`config.mk`:
```
export PLATFORM = sky130hd
export DESIGN_NAME = param_clock_dp
export DESIGN_NICKNAME = d
export VERILOG_FILES = /design/src/rtl/clock_pkg.sv /design/src/rtl/alarm_channel.sv /design/src/rtl/param_clock_dp.sv
export SDC_FILE = /design/constraint.sdc
export NUM_CORES = 1
export LEC_CHECK = 0
export ABC_AREA = 1
export CELL_PAD_IN_SITES_DETAIL_PLACEMENT = 0
export CELL_PAD_IN_SITES_GLOBAL_PLACEMENT = 1
export CORE_ASPECT_RATIO = 0.9
export CORE_UTILIZATION = 40
export DETAILED_ROUTE_END_ITERATION = 6
export PLACE_DENSITY = 0.89
export SETUP_SLACK_MARGIN = 0.15
export SYNTH_ARGS = -nofsm -noshare
export SYNTH_HDL_FRONTEND = slang
export SYNTH_SLANG_ARGS = --single-unit
```
`constraint.sdc`:
```
create_clock -name clk -period 2.5 [get_ports clk]
set_input_delay 0.5 -clock clk [delete_from_list [all_inputs] [get_ports clk]]
set_output_delay 0.5 -clock clk [all_outputs]
set_load 0.1 [all_outputs]
```
`src/rtl/clock_pkg.sv`:
```
// ============================================================================
// Module      : clock_pkg
// Description : Shared field limits and enumerations for the clock datapath.
// Revision    : 1.0 - initial release
// ============================================================================
`default_nettype none

package clock_pkg;

    localparam logic [5:0] SEC_MAX = 6'd59;
    localparam logic [5:0] MIN_MAX = 6'd59;
    localparam logic [4:0] HR_MAX  = 5'd23;

    typedef enum logic [1:0] {
        LD_SEC = 2'd0,
        LD_MIN = 2'd1,
        LD_HR  = 2'd2
    } ld_sel_t;

    typedef enum logic [1:0] {
        AL_IDLE    = 2'd0,
        AL_RINGING = 2'd1,
        AL_SNOOZED = 2'd2
    } alarm_state_t;

endpackage

`default_nettype wire

```
`src/rtl/alarm_channel.sv`:
```
// ============================================================================
// Module      : alarm_channel
// Description : One alarm channel: config registers, ring FSM, snooze counter.
//               Snooze support is built only with PARAM_CLOCK_SNOOZE_EN.
// Revision    : 1.0 - initial release
// ============================================================================
`default_nettype none

module alarm_channel
    import clock_pkg::*;
#(
    parameter int SNOOZE_MIN = 5
) (
    input  logic       clk,
    input  logic       reset,
    input  logic       cfg_wr,
    input  logic [4:0] cfg_hr,
    input  logic [5:0] cfg_min,
    input  logic       cfg_arm,
    input  logic       time_evt,
    input  logic [4:0] time_hr,
    input  logic [5:0] time_min,
    input  logic       min_carry,
    input  logic       stop_alarm,
    input  logic       snooze,
    output logic       ring
);

    alarm_state_t r_state;
    alarm_state_t w_state_nxt;
    logic         r_armed;
    logic [4:0]   r_hr;
    logic [5:0]   r_min;
    logic         w_match;

`ifdef PARAM_CLOCK_SNOOZE_EN
    localparam logic [5:0] c_SNOOZE = 6'(SNOOZE_MIN);
    logic [5:0] r_snz_cnt;
`else
    logic w_unused_snooze;
    assign w_unused_snooze = snooze ^ min_carry ^ (SNOOZE_MIN == 0);
`endif

    // time_evt only fires on tick-produced hh:mm:00 instants, never on loads
    assign w_match = time_evt && r_armed && (time_hr == r_hr) && (time_min == r_min);
    assign ring    = (r_state == AL_RINGING);

    always_comb begin
        w_state_nxt = r_state;
        case (r_state)
            AL_IDLE: begin
                if (w_match) w_state_nxt = AL_RINGING;
            end
            AL_RINGING: begin
                if (stop_alarm) w_state_nxt = AL_IDLE;
`ifdef PARAM_CLOCK_SNOOZE_EN
                else if (snooze) w_state_nxt = AL_SNOOZED;
`endif
            end
`ifdef PARAM_CLOCK_SNOOZE_EN
            AL_SNOOZED: begin
                if (stop_alarm) w_state_nxt = AL_IDLE;
                else if (min_carry && (r_snz_cnt <= 6'd1)) w_state_nxt = AL_RINGING;
            end
`endif
            default: w_state_nxt = AL_IDLE;
        endcase
        if (cfg_wr && !cfg_arm) w_state_nxt = AL_IDLE;
    end

    always_ff @(posedge clk or negedge reset) begin
        if (!reset) begin
            r_state <= AL_IDLE;
            r_armed <= 1'b0;
            r_hr    <= 5'd0;
            r_min   <= 6'd0;
        end else begin
            r_state <= w_state_nxt;
            if (cfg_wr) begin
                r_armed <= cfg_arm;
                r_hr    <= cfg_hr;
                r_min   <= cfg_min;
            end
        end
    end

`ifdef PARAM_CLOCK_SNOOZE_EN
    always_ff @(posedge clk or negedge reset) begin
        if (!reset) begin
            r_snz_cnt <= 6'd0;
        end else if (r_state == AL_RINGING && w_state_nxt == AL_SNOOZED) begin
            r_snz_cnt <= c_SNOOZE;
        end else if (r_state == AL_SNOOZED && min_carry && r_snz_cnt != 6'd0) begin
            r_snz_cnt <= r_snz_cnt - 6'd1;
        end
    end
`endif

endmodule

`default_nettype wire

```
`src/rtl/param_clock_dp.sv`:
```
// ============================================================================
// Module      : param_clock_dp
// Description : Prescaler, hh:mm:ss chain, validated loads, 12/24h display and
//               NUM_ALARMS alarm channels. Snooze via PARAM_CLOCK_SNOOZE_EN.
// Revision    : 1.0 - initial release
// ============================================================================
`default_nettype none

module param_clock_dp
    import clock_pkg::*;
#(
    parameter int DIV        = 1000000,
    parameter int NUM_ALARMS = 2,
    parameter int SNOOZE_MIN = 5
) (
    input  logic                  clk,
    input  logic                  reset,
    input  logic                  on,
    input  logic                  ld_valid,
    input  logic [1:0]            ld_sel,
    input  logic [5:0]            ld_data,
    output logic                  ld_err,
    input  logic                  mode_12h,
    input  logic                  al_wr,
    input  logic [1:0]            al_idx,
    input  logic [4:0]            al_hr,
    input  logic [5:0]            al_min,
    input  logic                  al_arm,
    input  logic                  stop_alarm,
    input  logic                  snooze,
    output logic [5:0]            sec,
    output logic [5:0]            min,
    output logic [4:0]            hr,
    output logic [4:0]            hr_disp,
    output logic                  pm,
    output logic                  sec_pulse,
    output logic [NUM_ALARMS-1:0] alarm_ring,
    output logic                  alarm_any
);

    localparam int              c_PW        = (DIV > 1) ? $clog2(DIV) : 1;
    localparam logic [c_PW-1:0] c_PRESC_MAX = c_PW'(DIV - 1);

    logic [c_PW-1:0] r_presc;
    logic [5:0]      r_sec, r_min;
    logic [4:0]      r_hr;
    logic            r_ld_err;
    logic            w_tick, w_carry_min, w_carry_hr;
    logic            w_ld_ok, w_al_ok, w_evt;
    logic [5:0]      w_sec_nxt, w_min_nxt;
    logic [4:0]      w_hr_nxt;

    assign w_tick      = on && (r_presc == c_PRESC_MAX);
    assign w_carry_min = w_tick && (r_sec == SEC_MAX);
    assign w_carry_hr  = w_carry_min && (r_min == MIN_MAX);

    always_comb begin
        w_ld_ok = 1'b0;
        if (ld_valid) begin
            if (ld_sel == LD_SEC)      w_ld_ok = (ld_data <= SEC_MAX);
            else if (ld_sel == LD_MIN) w_ld_ok = (ld_data <= MIN_MAX);
            else if (ld_sel == LD_HR)  w_ld_ok = (ld_data <= {1'b0, HR_MAX});
        end
    end

    assign w_al_ok = al_wr && (32'(al_idx) < NUM_ALARMS) &&
                     (al_hr <= HR_MAX) && (al_min <= MIN_MAX);

    // A load overrides its own field; the carry into that field is simply lost
    always_comb begin
        w_sec_nxt = r_sec;
        w_min_nxt = r_min;
        w_hr_nxt  = r_hr;
        if (w_tick)      w_sec_nxt = (r_sec == SEC_MAX) ? 6'd0 : r_sec + 6'd1;
        if (w_carry_min) w_min_nxt = (r_min == MIN_MAX) ? 6'd0 : r_min + 6'd1;
        if (w_carry_hr)  w_hr_nxt  = (r_hr == HR_MAX)   ? 5'd0 : r_hr + 5'd1;
        if (w_ld_ok) begin
            if (ld_sel == LD_SEC)      w_sec_nxt = ld_data;
            else if (ld_sel == LD_MIN) w_min_nxt = ld_data;
            else                       w_hr_nxt  = ld_data[4:0];
        end
    end

    assign w_evt = w_carry_min && !w_ld_ok;

    always_ff @(posedge clk or negedge reset) begin
        if (!reset) begin
            r_presc  <= '0;
            r_sec    <= 6'd0;
            r_min    <= 6'd0;
            r_hr     <= 5'd0;
            r_ld_err <= 1'b0;
        end else begin
            if (w_ld_ok && ld_sel == LD_SEC) r_presc <= '0;
            else if (on)                     r_presc <= w_tick ? '0 : r_presc + 1'b1;
            r_sec    <= w_sec_nxt;
            r_min    <= w_min_nxt;
            r_hr     <= w_hr_nxt;
            r_ld_err <= (ld_valid && !w_ld_ok) || (al_wr && !w_al_ok);
        end
    end

    always_comb begin
        hr_disp = r_hr;
        if (mode_12h) begin
            if (r_hr == 5'd0)      hr_disp = 5'd12;
            else if (r_hr > 5'd12) hr_disp = r_hr - 5'd12;
        end
    end

    assign sec       = r_sec;
    assign min       = r_min;
    assign hr        = r_hr;
    assign pm        = (r_hr >= 5'd12);
    assign sec_pulse = w_tick;
    assign ld_err    = r_ld_err;
    assign alarm_any = |alarm_ring;

    for (genvar gi = 0; gi < NUM_ALARMS; gi++) begin : g_alarm
        alarm_channel #(
            .SNOOZE_MIN (SNOOZE_MIN)
        ) u_ch (
            .clk        (clk),
            .reset      (reset),
            .cfg_wr     (w_al_ok && (al_idx == 2'(gi))),
            .cfg_hr     (al_hr),
            .cfg_min    (al_min),
            .cfg_arm    (al_arm),
            .time_evt   (w_evt),
            .time_hr    (w_hr_nxt),
            .time_min   (w_min_nxt),
            .min_carry  (w_carry_min),
            .stop_alarm (stop_alarm),
            .snooze     (snooze),
            .ring       (alarm_ring[gi])
        );
    end

endmodule

`default_nettype wire

```
# [Word-level counts from Yosys, hierarchy flattened]
# Cells that the tools add are included.
# Widths: inputs -> output; s select.
[word_totals] regBits=66 in_bits=30 out_inout_bits=28 elab_cells=106
[classes] add_sub_neg=5 n_lt_le_gt_ge=7 eq_ne=17 n_mux=31 n_reduce_logical=33
[op_table] op="$mux 20" count=3
[op_table] op="$mux 6" count=9
[op_table] op="$mux 5" count=8
[op_table] op="$add 20x1->20 const B" count=1
[op_table] op="$eq 20x20->1 const B" count=1
[op_table] op="$logic_and 1x1->1" count=20
[op_table] op="$add 6x1->6 const B" count=2
[op_table] op="$eq 6x6->1" count=2
[op_table] op="$eq 6x6->1 const B" count=2
[op_table] op="$le 6x6->1 const B" count=2
[op_table] op="$eq 5x5->1" count=2
[op_table] op="$mux 2" count=5
[op_table] op="$eq 2x1->1 const B" count=4
[op_table] op="$logic_not 2->1" count=4
[op_table] op="$pmux 2 s2" count=2
[op_table] op="$le 6x5->1 const B" count=1
[op_table] op="$ne 3x1->1 const B" count=2
[op_table] op="$ne 3x3->1 const B" count=2
[op_table] op="$add 5x1->5 const B" count=1
[op_table] op="$eq 5x5->1 const B" count=1
[op_table] op="$ge 5x4->1 const B" count=1
[op_table] op="$gt 5x4->1 const B" count=1
[op_table] op="$le 5x5->1 const B" count=1
[op_table] op="$logic_not 5->1" count=1
[op_table] op="9 further kinds" count=15

# [Logic depth before layout (Yosys ltp)]
[depth] depth_word=14 depth_mapped=19 ltp_nobuf=19

# [Cells and area by module]
# Synthesis repeated with hierarchy kept, for this count alone.
[hier_totals] hier_cells=608 area_unflattened_um2=4175.3
[by_module_without_submodules] module="param_clock_dp" instances=1 cells_each=386 area_per_inst_um2=2716.4 seq_area_each_um2=950.9
[by_module_without_submodules] module="alarm_channel" instances=2 cells_each=111 area_per_inst_um2=729.4 seq_area_each_um2=325.3

# [Worst setup path before layout]
# OpenSTA, ideal clock, no wires.
[synth_timing] kind="flip-flop to output port" from="reg r_hr[2], in the netlist hr[2]" to="out hr_disp[4]" arrival_time_ps=6237 t_required_ps=2000 slack_ps=-4237 path_stages_with_launch=6 path_buffers=0 path_cell_list="dfrtp_1 > inv_1 > ha_1 > nand4_1 > inv_1 > a2111oi_0"
[synth_between] elab_chain_cells=4 word_cells_on_any_way=6 classes_between="add/sub: 1; order compare: 1; mux: 3; reduce/logical: 1"
[synth_lines] item="from (decl)" line_no="param_clock_dp.sv:46" source="logic [4:0] r_hr;"
[synth_lines] item="from (signal assigned)" line_no="param_clock_dp.sv:98" source="r_hr <= w_hr_nxt;"
[synth_lines] item="$sub 5x4->5 / $gt 5x4->1 (equally long branches)" line_no="param_clock_dp.sv:107" source="else if (r_hr > 5'd12) hr_disp = r_hr - 5'd12;"
[synth_lines] item="$mux 5" line_no="param_clock_dp.sv:107"
[synth_lines] item="$mux 5 *" line_no="param_clock_dp.sv:106" source="if (r_hr == 5'd0) hr_disp = 5'd12;"
[synth_lines] item="$mux 5 *" line_no="param_clock_dp.sv:105" source="if (mode_12h) begin"
[synth_lines] item="to (decl)" line_no="param_clock_dp.sv:34" source="output logic [4:0] hr_disp,"
# Every way passes the cells marked *; elsewhere a longest branch is shown, timed or not.

# [Worst setup path in the final report]
[layout_timing] from="reg r_presc[1]" to="reg g_alarm[1].u_ch.r_state[0]"
[layout_between] elab_chain_cells=13 word_cells_on_any_way=20 classes_between="eq/ne: 4; mux: 8; reduce/logical: 8"
[layout_lines] item="from (decl)" line_no="param_clock_dp.sv:44" source="logic [c_PW-1:0] r_presc;"
[layout_lines] item="from (signal assigned)" line_no="param_clock_dp.sv:95" source="else if (on) r_presc <= w_tick ? '0 : r_presc + 1'b1;"
[layout_lines] item="$eq 20x20->1 *" line_no="param_clock_dp.sv:53" source="assign w_tick = on && (r_presc == c_PRESC_MAX);"
[layout_lines] item="$logic_and 1x1->1 *" line_no="param_clock_dp.sv:53"
[layout_lines] item="$logic_and 1x1->1 *" line_no="param_clock_dp.sv:54" source="assign w_carry_min = w_tick && (r_sec == SEC_MAX);"
[layout_lines] item="$logic_and 1x1->1 *" line_no="param_clock_dp.sv:55" source="assign w_carry_hr = w_carry_min && (r_min == MIN_MAX);"
[layout_lines] item="$mux 5 *" line_no="param_clock_dp.sv:76" source="if (w_carry_hr) w_hr_nxt = (r_hr == HR_MAX) ? 5'd0 : r_hr + 5'd1;"
[layout_lines] item="$mux 5" line_no="param_clock_dp.sv:79" source="else if (ld_sel == LD_MIN) w_min_nxt = ld_data;"
[layout_lines] item="$mux 5" line_no="param_clock_dp.sv:78" source="if (ld_sel == LD_SEC) w_sec_nxt = ld_data;"
[layout_lines] item="$mux 5 *" line_no="param_clock_dp.sv:77" source="if (w_ld_ok) begin"
[layout_lines] item="net g_alarm[0].u_ch.time_hr[3]" line_no="alarm_channel.sv:21" source="input logic [4:0] time_hr,"
[layout_lines] item="$eq 5x5->1 *" line_no="alarm_channel.sv:45" source="assign w_match = time_evt && r_armed && (time_hr == r_hr) && (time_min == r_min);"
[layout_lines] item="$logic_and 1x1->1 * (2 in a row)" line_no="alarm_channel.sv:45"
[layout_lines] item="$ne 3x1->1 (no line) *"
[layout_lines] item="$reduce_and 2->1 (no line) *"
[layout_lines] item="to (signal assigned)" line_no="alarm_channel.sv:78" source="r_state <= w_state_nxt;"
[layout_lines] item="to (decl)" line_no="alarm_channel.sv:29" source="alarm_state_t r_state;"
# The timed path passes the listed nets; every way through them passes the cells marked *.
# A chain may end at the register's enable or synchronous reset.

==> flow_metrics.py <==
metrics = {
    "run_status": {
        "run_status": "finished, final reports clean",
    },
    "synthesis": {
        "synth_fp_nets": 629,
        "synth.avg_cell_area_sq_um": 7.13,
        "count_of_flip_flops_with_a_built_in_enable_after_synthesis": 0,
        "synth_warnings": 0,
        "ys_async_sr_fraction_pct": 100,
        "synth.distinct_cells": 37,
        "ys_seq_area_share_pct": 38.0,
        "synth_seq_cells": 64,
        "netlist_area_sq_um": 4220,
        "synth_top_flop_cell": "sky130_fd_sc_hd__dfrtp_1",
        "syn_inst": 591,
    },
    "clocking": {
        "cts_made_buffers": 9,
        "clk_latency_ns": 0.33,
        "max_root_sink_buffers": 2,
        "worst_setup_hold_path_clk_slew_ns": 0.06,
        "cts_tree": "yes",
        "number_of_sinks_driven_by_the_clock_tree": 64,
        "clock_h_tree_levels": 3,
        "cts.root.buffer_cell": "sky130_fd_sc_hd__clkbuf_16",
    },
    "setup_path": {
        "cpMaxStageDelayCell": "sky130_fd_sc_hd__dfrtp_1",
        "worst-endpoint-arrival_ns": 2.68,
        "required_ns": 2.76,
        "path_max_fanout": 5,
        "crit_path_cell_trace": "ha_4 -> nand2_4 -> nor2_4 -> nand3_2 -> nor2_4 -> nand4_1 -> nor2_2 -> nor2_4 -> nand3_4 -> nand2_4 -> nand2_2 -> nand2_2 -> nor2_4 -> nand3_2 -> nor2_2 -> nor2_1 -> nor2_1",
        "setup.worst_path.start_class": "flip-flop",
        "critical_path_class": "flip-flop to flip-flop",
        "worst_path_most_repeated_cell": "sky130_fd_sc_hd__nor2_4",
        "worst_path_top_cell_family_by_delay": "simple AND/OR/NAND/NOR gates",
        "crit_path_max_incr_delay_ns": 0.40,
        "end_kind": "flip-flop",
        "timing.critical_path.buf_inv": 0,
    },
    "drt": {
        "average_wire_per_cell_in_the_routed_design_um": 14.4,
        "first_pass_iters": 5,
        "final_antenna_net_count": 0,
        "dr_total_vias": 4328,
        "initial_drc_count": 259,
        "post_route_drc_violation_count": 0,
        "detail_route.wirelength_um": 12300,
        "vias_per_cell": 5.07,
    },
    "grt": {
        "first_global_vias": 4109,
        "grt_start_max_net_pins": 44,
        "grt_usage_pct": 23.7,
        "grt_pass1_wl_um": 19800,
        "grt-ovfl-total": 0,
        "number_of_antenna_violations_at_the_first_check_in_global_routing": 0,
    },
    "die": {
        "start_util_pct": 41.1,
        "horiz_die_dim_um": 110,
        "floorplan.rows": 35,
        "die_area_sq_um": 11000,
        "ports_placed_on_the_boundary": 58,
        "placeableCoreArea_sq_um": 10200,
        "die_height_um": 99.4,
    },
    "layout": {
        "layout-area-overhead-vs-synth_pct": 43.7,
        "antenna-diode-count": 0,
        "finalNetCount": 757,
        "highest_count_cells_in_the_layout_ignoring_fill_and_taps": "sky130_fd_sc_hd__nand2_1 (144), sky130_fd_sc_hd__buf_4 (88), sky130_fd_sc_hd__inv_1 (84), sky130_fd_sc_hd__nand3_1 (54), sky130_fd_sc_hd__dfrtp_1 (51)",
        "num-fill-cells": 915,
        "final_layout_size_suffix_gt1_share_pct": 30.1,
        "finish.utilization_pct": 59.1,
        "final_common_cell": "sky130_fd_sc_hd__nand2_1",
    },
    "flow_run": {
        "max_capacitance_violation_total": 0,
    },
    "power": {
        "cellPowerDensity_nw_per_um2": 812,
        "cellLeakagePower_nw": 2.91,
        "vdd_drop_max_uv": 711,
    },
    "sta": {
        "post-route-period-util_pct": 96.7,
        "rsz_0062_raised_after_global_routing": "yes",
        "finalHoldWorstSlack_ns": 0.151,
        "fmax_mhz": 414,
        "max-slew-margin-rel_pct": 62.6,
        "maxSlewViolCount": 0,
        "finalSetupViolCount": 0,
        "final_period_minus_worst_setup_slack_ns": 2.42,
        "worstMarginPinSlew_ns": 0.561,
        "finClkSkew_ns": 0.00769,
        "hold_viol_final": 0,
    },
    "worst_hold_path": {
        "worst_hold_path_type": "primary input to async pin",
    },
    "placed_design": {
        "place_congestion": 0.877,
        "dp_hpwl_um": 9180,
        "numPortBuffers": 56,
    },
}
==> through the flow <==
stage / instance area (sq um) / instances / TNS, ns / power (W) / setup slack (ns)
finish: 6060 / 853 / 0 / 0.00492 / 0.0816
global route: 6060 / 853 / -0.191 / 0.00518 / -0.101
CTS: 5810 / 837 / 0 / 0.00483 / 0.143
detailed placement: 5430 / 820 / -0.775 / 0.00337 / -0.262
global placement: 5430 / 820 / -0.540 / 0.00334 / -0.187
floorplan: 4320 / 591 / -0.235 / 0.00275 / -0.235
==> cell families after synthesis <==
| logic type | share of synthesized area (%) |
|---|---|
| buffers and inverters | 9.64 |
| DFF | 38.0 |
| xor gates and xnor gates | 1.25 |
| and+or+nand+nor | 38.2 |
| AOI/OAI and AO/OA | 10.5 |
| adders and majority gates | 2.37 |
==> layout make-up <==
| class | count | area [sq um] | area share (%) |
|---|---|---|---|
| Clock buffer | 12 | 267 | 4.40 |
| Clock inverter | 4 | 75.1 | 1.24 |
| Inverter | 96 | 373 | 6.15 |
| Multi-Input combinational cell | 422 | 2410 | 39.8 |
| Sequential cell | 64 | 1630 | 26.9 |
| Tap cell | 129 | 161 | 2.66 |
| Timing Repair Buffer | 126 | 1140 | 18.8 |
==> metal layers <==
layer,wire length (um),vias up,GRT usage (%)
li1,-,2169,-
met1,6080,2021,34.2
met2,5400,115,34.6
met3,537,23,4.65
met4,252,0,9.31
met5,0,-,0
==> where the power goes <==
part | leakage, nW | switching (W) | total [W] | internal, W
clock network | 0.161 | 0.000479 | 0.00143 | 0.000955
logic | 1.95 | 0.00139 | 0.00205 | 0.000658
registers | 0.794 | 0.000196 | 0.00144 | 0.00124
total | 2.91 | 0.00207 | 0.00492 | 0.00286
==> sequential cells by signal, summed over array words and instances, names as in the netlist <==
name,flops
g_alarm.u_ch.r_hr,10
r_presc,20
g_alarm.u_ch.r_min,12
sec,6
hr,5
ld_err,1
min,6
g_alarm.u_ch.r_armed,2
g_alarm.u_ch.r_state,2
==> synth_stat cells (4+ instances only) <==
cell	n	share of area [%]
sky130_fd_sc_hd__nand2_1	148	13
sky130_fd_sc_hd__inv_1	92	8.2
sky130_fd_sc_hd__dfrtp_1	64	38
sky130_fd_sc_hd__nand3_1	61	7.2
sky130_fd_sc_hd__nor2_1	47	4.2
sky130_fd_sc_hd__o21ai_0	41	4.9
sky130_fd_sc_hd__a21oi_1	21	2.5
sky130_fd_sc_hd__nand4_1	13	1.9
sky130_fd_sc_hd__nand2_2	10	1.5
sky130_fd_sc_hd__nor3_1	10	1.2
sky130_fd_sc_hd__nand3_2	9	2.1
sky130_fd_sc_hd__nor2_4	9	2.4
sky130_fd_sc_hd__ha_1	8	2.4
sky130_fd_sc_hd__nor2_2	7	1.0
sky130_fd_sc_hd__xor2_1	6	1.2
sky130_fd_sc_hd__clkbuf_1	5	0.45
sky130_fd_sc_hd__a31oi_1	4	0.59
sky130_fd_sc_hd__o21a_1	4	0.71
==> worst paths after layout <==
kind,depth (start not counted),endpoint,slack [ns],startpoint
min,1,g_alarm[1].u_ch.r_hr[4]$_DFFE_PN0P_,0.15,reset
max reg2reg,17,g_alarm[1].u_ch.r_state[0]$_DFFE_PN0P_,0.08,r_presc[1]$_DFFE_PN0P_
max,17,g_alarm[1].u_ch.r_state[0]$_DFFE_PN0P_,0.08,r_presc[1]$_DFFE_PN0P_
max in group asynchronous,2,min[0]$_DFF_PN0_,1.69,reset
min in group clk,1,g_alarm[1].u_ch.r_armed$_DFFE_PN0P_,0.49,g_alarm[1].u_ch.r_armed$_DFFE_PN0P_
min reg2reg,1,g_alarm[1].u_ch.r_armed$_DFFE_PN0P_,0.49,g_alarm[1].u_ch.r_armed$_DFFE_PN0P_
==> what timing repair did <==
item	CTS	global route
pin swaps	2	26
hold buffers	0	0
setup endpoints to repair	3	11
setup buffers	1	16
gates resized for setup	6	37
(Power assumes the default switching activity.)
